### src/rtl/fft_4_stream_if.sv
// Streaming sample/bin handshake bundle for fft_4_stream.
// master: upstream source and downstream sink side; slave: the transform block.
interface fft_4_stream_if #(
  parameter int unsigned DATA_WIDTH = 16
);
  logic                  in_valid;
  logic                  in_ready;
  logic [DATA_WIDTH-1:0] in_r;
  logic [DATA_WIDTH-1:0] in_i;
  logic                  out_valid;
  logic                  out_ready;
  logic [DATA_WIDTH-1:0] out_r;
  logic [DATA_WIDTH-1:0] out_i;
  logic [1:0]            out_index;
  logic                  out_last;

  modport master (
    output in_valid, in_r, in_i, out_ready,
    input  in_ready, out_valid, out_r, out_i, out_index, out_last
  );

  modport slave (
    input  in_valid, in_r, in_i, out_ready,
    output in_ready, out_valid, out_r, out_i, out_index, out_last
  );
endinterface

### src/rtl/fft_4_stream.sv
// 4-point streaming DFT: load four samples, one butterfly cycle, unload bins 0..3.
// Optional macro FFT_SCALE_EN divides every bin by 4 (floor); default keeps the low DATA_WIDTH bits.
module fft_4_stream #(
  parameter int unsigned DATA_WIDTH = 16
) (
  input logic            clk,
  input logic            rst_n,
  fft_4_stream_if.slave  bus
);
  localparam int unsigned SW = DATA_WIDTH + 2;

  typedef enum logic [1:0] {
    LOAD   = 2'd0,
    CALC   = 2'd1,
    UNLOAD = 2'd2
  } state_e;

  state_e                       state_q, state_d;
  logic [1:0]                   load_cnt_q;
  logic                         in_ready_q, in_ready_d;
  logic                         out_valid_q, out_valid_d;
  logic signed [DATA_WIDTH-1:0] smp_r_q [4];
  logic signed [DATA_WIDTH-1:0] smp_i_q [4];
  logic [DATA_WIDTH-1:0]        bin_r_q [4];
  logic [DATA_WIDTH-1:0]        bin_i_q [4];
  logic [DATA_WIDTH-1:0]        bin_r_d [4];
  logic [DATA_WIDTH-1:0]        bin_i_d [4];
  logic [DATA_WIDTH-1:0]        out_r_q, out_i_q;
  logic [1:0]                   out_index_q;
  logic                         out_last_q;
  logic                         accept, consume;
  logic [1:0]                   next_index;

  logic signed [SW-1:0] xr [4];
  logic signed [SW-1:0] xi [4];
  logic signed [SW-1:0] a_r, a_i, b_r, b_i, c_r, c_i, d_r, d_i;

  assign accept     = bus.in_valid && in_ready_q;
  assign consume    = out_valid_q && bus.out_ready;
  assign next_index = out_index_q + 2'd1;

  function automatic logic [DATA_WIDTH-1:0] fmt(input logic signed [SW-1:0] v);
`ifdef FFT_SCALE_EN
    return DATA_WIDTH'(v >>> 2);
`else
    return DATA_WIDTH'(v);
`endif
  endfunction

  // State register
  always_ff @(posedge clk or negedge rst_n) begin
    if (!rst_n) state_q <= LOAD;
    else        state_q <= state_d;
  end

  // Next-state logic
  always_comb begin
    state_d = state_q;
    case (state_q)
      LOAD:    if (accept && load_cnt_q == 2'd3) state_d = CALC;
      CALC:    state_d = UNLOAD;
      UNLOAD:  if (consume && out_index_q == 2'd3) state_d = LOAD;
      default: state_d = LOAD;
    endcase
  end

  // Handshake outputs decoded from the upcoming state so they come straight from flops
  always_comb begin
    in_ready_d  = 1'b0;
    out_valid_d = 1'b0;
    case (state_d)
      LOAD:    in_ready_d  = 1'b1;
      UNLOAD:  out_valid_d = 1'b1;
      default: ;
    endcase
  end

  always_ff @(posedge clk or negedge rst_n) begin
    if (!rst_n) begin
      in_ready_q  <= 1'b1;
      out_valid_q <= 1'b0;
    end else begin
      in_ready_q  <= in_ready_d;
      out_valid_q <= out_valid_d;
    end
  end

  // Sample capture
  always_ff @(posedge clk or negedge rst_n) begin
    if (!rst_n) begin
      load_cnt_q <= 2'd0;
      for (int k = 0; k < 4; k++) begin
        smp_r_q[k] <= '0;
        smp_i_q[k] <= '0;
      end
    end else if (accept) begin
      smp_r_q[load_cnt_q] <= bus.in_r;
      smp_i_q[load_cnt_q] <= bus.in_i;
      load_cnt_q          <= load_cnt_q + 2'd1;
    end
  end

  // Radix-4 butterfly at DATA_WIDTH+2 bits, adders only
  always_comb begin
    for (int k = 0; k < 4; k++) begin
      xr[k] = SW'(smp_r_q[k]);
      xi[k] = SW'(smp_i_q[k]);
    end
    a_r = xr[0] + xr[2];
    a_i = xi[0] + xi[2];
    b_r = xr[0] - xr[2];
    b_i = xi[0] - xi[2];
    c_r = xr[1] + xr[3];
    c_i = xi[1] + xi[3];
    d_r = xr[1] - xr[3];
    d_i = xi[1] - xi[3];
    bin_r_d[0] = fmt(a_r + c_r);
    bin_i_d[0] = fmt(a_i + c_i);
    bin_r_d[1] = fmt(b_r + d_i);
    bin_i_d[1] = fmt(b_i - d_r);
    bin_r_d[2] = fmt(a_r - c_r);
    bin_i_d[2] = fmt(a_i - c_i);
    bin_r_d[3] = fmt(b_r - d_i);
    bin_i_d[3] = fmt(b_i + d_r);
  end

  // Bin storage and output holding registers
  always_ff @(posedge clk or negedge rst_n) begin
    if (!rst_n) begin
      for (int k = 0; k < 4; k++) begin
        bin_r_q[k] <= '0;
        bin_i_q[k] <= '0;
      end
      out_r_q     <= '0;
      out_i_q     <= '0;
      out_index_q <= 2'd0;
      out_last_q  <= 1'b0;
    end else if (state_q == CALC) begin
      for (int k = 0; k < 4; k++) begin
        bin_r_q[k] <= bin_r_d[k];
        bin_i_q[k] <= bin_i_d[k];
      end
      out_r_q     <= bin_r_d[0];
      out_i_q     <= bin_i_d[0];
      out_index_q <= 2'd0;
      out_last_q  <= 1'b0;
    end else if (consume && out_index_q != 2'd3) begin
      out_r_q     <= bin_r_q[next_index];
      out_i_q     <= bin_i_q[next_index];
      out_index_q <= next_index;
      out_last_q  <= (next_index == 2'd3);
    end
  end

  assign bus.in_ready  = in_ready_q;
  assign bus.out_valid = out_valid_q;
  assign bus.out_r     = out_r_q;
  assign bus.out_i     = out_i_q;
  assign bus.out_index = out_index_q;
  assign bus.out_last  = out_last_q;
endmodule

### src/flat_wrapper.sv
// flat-port wrapper written by rule: the top's interface ports become plain ports
module fft_4_stream_flat 
#(
  parameter int unsigned DATA_WIDTH = 16
)
  (clk, rst_n, bus_in_valid, bus_in_r, bus_in_i, bus_out_ready, bus_in_ready, bus_out_valid, bus_out_r, bus_out_i, bus_out_index, bus_out_last);
  fft_4_stream_if #(.DATA_WIDTH(DATA_WIDTH)) bus_i ();
  input logic clk;
  input logic rst_n;
  input wire logic [$bits(bus_i.in_valid)-1:0] bus_in_valid;
  input wire logic [$bits(bus_i.in_r)-1:0] bus_in_r;
  input wire logic [$bits(bus_i.in_i)-1:0] bus_in_i;
  input wire logic [$bits(bus_i.out_ready)-1:0] bus_out_ready;
  output wire logic [$bits(bus_i.in_ready)-1:0] bus_in_ready;
  output wire logic [$bits(bus_i.out_valid)-1:0] bus_out_valid;
  output wire logic [$bits(bus_i.out_r)-1:0] bus_out_r;
  output wire logic [$bits(bus_i.out_i)-1:0] bus_out_i;
  output wire logic [$bits(bus_i.out_index)-1:0] bus_out_index;
  output wire logic [$bits(bus_i.out_last)-1:0] bus_out_last;
  assign bus_i.in_valid = bus_in_valid;
  assign bus_i.in_r = bus_in_r;
  assign bus_i.in_i = bus_in_i;
  assign bus_i.out_ready = bus_out_ready;
  assign bus_in_ready = bus_i.in_ready;
  assign bus_out_valid = bus_i.out_valid;
  assign bus_out_r = bus_i.out_r;
  assign bus_out_i = bus_i.out_i;
  assign bus_out_index = bus_i.out_index;
  assign bus_out_last = bus_i.out_last;
  fft_4_stream #(.DATA_WIDTH(DATA_WIDTH)) u_core (.clk(clk), .rst_n(rst_n), .bus(bus_i));
endmodule
### config.mk
export PLATFORM = sky130hd
export DESIGN_NAME = fft_4_stream_flat
export DESIGN_NICKNAME = d
export VERILOG_FILES = /design/src/rtl/fft_4_stream_if.sv /design/src/rtl/fft_4_stream.sv /design/src/flat_wrapper.sv
export SDC_FILE = /design/constraint.sdc
export NUM_CORES = 1
export LEC_CHECK = 0
export CORE_MARGIN = 2
export CORE_UTILIZATION = 60
export CTS_CLUSTER_DIAMETER = 120
export DETAILED_ROUTE_END_ITERATION = 10
export GPL_ROUTABILITY_DRIVEN = 0
export PLACE_DENSITY = 0.79
export SLEW_MARGIN = 10
export SYNTH_ARGS = -nofsm -noshare
export SYNTH_HDL_FRONTEND = slang
export SYNTH_SLANG_ARGS = --single-unit
### constraint.sdc
create_clock -name clk -period 6.1 [get_ports clk]
set_clock_uncertainty 0.1 [all_clocks]
set_input_delay 0.915 -clock clk [delete_from_list [all_inputs] [get_ports clk]]
set_output_delay 0.915 -clock clk [all_outputs]
set_load 0.005 [all_outputs]
==> impl_metrics.csv <==
group,metric,value,unit
critical_path,timing.critical_path.cells,"inv_1 -> ha_1 -> inv_1 -> fa_1 -> a21o_1 -> a21oi_1 -> o21bai_1 -> a21oi_1 -> nor2b_1 -> o21ai_0 -> a21oi_1 -> nor2_1 -> ha_1 -> or2_2 -> nor2_1 -> nor2_1 -> o41ai_1 -> a21oi_1 -> o21bai_1 -> a221o_1 -> xnor2_1 -> o21ai_1",
clocking,h-tree-depth,2,
finish,area_of_the_multi_input_gates,13600,um^2
critical_path,slowest_delay,0.41,ns
yosys,synthFlopType,"sky130_fd_sc_hd__dfrtp_1",
critical_path,crit_path_start_kind,"flop",
global_route,pin_count_of_the_biggest_net_entering_global_routing,125,
critical_path,worst-setup-path-type,"reg -> reg",
die,die_footprint,38600,um^2
yosys,post-synth-top-count-cell,"sky130_fd_sc_hd__dfrtp_1",
critical_path,cp.buffers_inverters,2,
timing,fmax,211,MHz
routing,vias,17300,
routing,wl_per_cell,19.0,um
critical_path,critical-path-slowest-cell,"sky130_fd_sc_hd__fa_1",
clocking,cts.sinks,293,
clocking,post-cts-setup-buffer-count,0,
yosys,postSynthNetCount,2694,
finish,final_layout_size_suffix_gt1_frac,0.109,
timing,maxSlewHeadroom,0.213,
yosys,synth_seq_cells,293,
critical_path,r2r_slack,1.37,ns
worst_hold_path,type_of_the_worst_min_delay_path,"in -> async",
critical_path,rr_endpoint,"u_core.bin_i_q[47]",
finish,area_growth_syn_to_layout,9.38,%
global_route,first_global_vias,16800,
timing,finalWorstSetupSlack,1.37,ns
critical_path,critical_path_cell_count,22,
timing,post-route-min-period,4.73,ns
yosys,netlist.top_cell.by_area,"sky130_fd_sc_hd__dfrtp_1",
yosys,netlist_area,22200,um^2
die,io_pins,73,
clocking,cts_bufs_inserted,34,
timing,slew_viol_final,0,
finish,nFillCells,2862,
yosys,synth_sequential_area_ratio,0.330,
routing,count_of_antenna_violating_nets_left_after_detailed_routing,0,
finish,final_core_utilization,0.666,
die,starting_density,0.609,
yosys,syn-mean-instance-area,9.28,um^2
critical_path,worst_r2r_path_cells,22,
critical_path,cp_data_required_time,6.39,ns
die,die_w,196,um
critical_path,critical-path-top-delay-family,"compound AO/OA/AOI/OAI gates",
yosys,synth_edf_count,0,
routing,initialDrtViolationCount,1364,
timing,unrepaired_setup_endpoints_after_global_routing,"no",
yosys,synth-warning-count,0,
placement,pre_cts_slack,1.50,ns
placement,hpwl,41800,um
routing,drt_wl_total,55100,um
critical_path,reg2reg_from,"u_core.smp_r_q[32]",
timing,hold_viol_final,0,
critical_path,cell_mode_on_critical_path,"sky130_fd_sc_hd__a21oi_1",
clocking,cts-root-to-sink-buffers,3,
clocking,post_cts_resize_count,0,
placement,buffers_added_on_ports,72,
critical_path,crit_fanout,7,
yosys,netlist.area_leader.share,0.329,
timing,setup_viol_count_final,0,
timing,timing_worst_slew_pin_value,1.18,ns
global_route,globalRoute.totalOverflow,0,
finish,design.final.nets,2704,
flow_run,maxCapViolCount,0,
die,row_count,70,
timing,fin_tns_setup,0,ns
critical_path,cp_data_arrival_time,5.02,ns
global_route,track_usage,0.291,
global_route,grt_first_pass_wirelength,89300,um
critical_path,crit_path_end_kind,"flop",
yosys,async_reset_ff_frac,1.00,
yosys,synth_area_leaders,"sky130_fd_sc_hd__dfrtp_1, sky130_fd_sc_hd__ha_1, sky130_fd_sc_hd__xnor2_1",
yosys,synth.distinct_cells,80,
yosys,yosys-top-cells-count,"sky130_fd_sc_hd__dfrtp_1, sky130_fd_sc_hd__ha_1, sky130_fd_sc_hd__inv_1, sky130_fd_sc_hd__nand2_1, sky130_fd_sc_hd__xnor2_1",
routing,post_drt_via_cell_ratio,5.96,
clocking,cts_root_buffer,"sky130_fd_sc_hd__clkbuf_16",
finish,layout.area.seq,7330,um^2
die,chipHeight,196,um
clocking,clock_latency_on_the_worst_skew_pair,0.54,ns
die,core_footprint,36500,um^2
yosys,synthesis.instances,2396,
finish,antennaDiodeCount,0,
routing,drcViolationCount,0,
routing,drt_pass1_iterations,5,
timing,final.period_utilization,0.776,
clocking,post_cts_hold_buffers,0,
clocking,clock_tree_from_tritoncts,"built",
clocking,clock_transition_at_the_registers_of_the_reported_paths,0.07,ns
outcome,status,"completed",
global_route,grt_antenna_before_repair,0,
==> how the worst max path moves through the flow <==
stage | endpoint | slack, ns | startpoint
after floorplan | u_core.bus.out_i[15] | 2.03 | u_core.smp_i_q[16]
after global placement | u_core.bin_i_q[47] | 1.63 | u_core.smp_r_q[32]
after detailed placement | u_core.bin_i_q[47] | 1.50 | u_core.smp_r_q[32]
after CTS | u_core.bin_i_q[47] | 1.45 | u_core.smp_r_q[32]
after global routing | u_core.bin_i_q[47] | 1.10 | u_core.smp_i_q[16]
final | u_core.bin_i_q[47] | 1.37 | u_core.smp_r_q[32]
==> cell usage in the layout, fill, tap and decap left out, drive strengths merged, types with 11 or more instances in the layout <==
master	netlist	routed
a21o	30	30
o21bai	51	51
clkbuf	77	45
fa	16	16
xor2	45	45
o21a	13	13
nand2	204	204
o21ai	174	174
nor2	171	171
nand2b	25	25
nor2b	26	26
buf	31	11
ha	246	246
inv	228	232
xnor2	175	175
clkdlybuf4s50	0	71
mux2i	24	24
mux4	30	30
dfrtp	292	292
a21oi	163	163
mux2	132	132
and3	16	16
a31oi	19	19
nor3	44	44
a211oi	18	18
nand3	23	23
==> through the flow <==
step / std cells / hold WS (ns) / area, um^2
after floorplan: 2396 / 0.340 / 22200
after global placement: 2838 / 0.354 / 23200
after detailed placement: 2838 / 0.363 / 23200
after CTS: 2898 / 0.378 / 24300
after global routing: 2898 / 0.392 / 24300
final: 2898 / 0.362 / 24300
==> metal layers <==
layer	wire length, um	vias up	global-route usage
li1	-	8159	-
met1	25700	8438	0.430
met2	24400	581	0.450
met3	3650	87	0.0404
met4	1320	0	0.0797
met5	0	-	0
==> registers in the layout, indices dropped and copies added (netlist names), 2 cells and up <==
name / cells
u_core.bin_r_q: 62
u_core.smp_r_q: 64
u_core.bin_i_q: 62
u_core.bus.out_index: 2
u_core.smp_i_q: 64
u_core.bus.out_i: 16
u_core.bus.out_r: 16
u_core.state_q: 2
u_core.load_cnt_q: 2
==> kinds of logic (layout without fill, tap and decap cells) <==
family	Yosys count	count (layout)	share of synthesized area
simple gates	552	552	0.110
compound gates	546	546	0.153
buf+inv	337	371	0.0592
flops	293	293	0.330
fa+ha+maj	262	262	0.153
xor+xnor	220	220	0.0867
mux	186	186	0.108
==> cell type report <==
type	count	share of cell area
sequential	293	0.302
timing repair buffer	82	0.0334
multi-input combinational	1766	0.559
tap	468	0.0241
inverter	229	0.0354
clock buffer	45	0.0383
clock inverter	15	0.00767
Power is left out: the tool's default activity adds up to more than one toggle a clock period on the data nets, which glitch-free logic cannot reach.
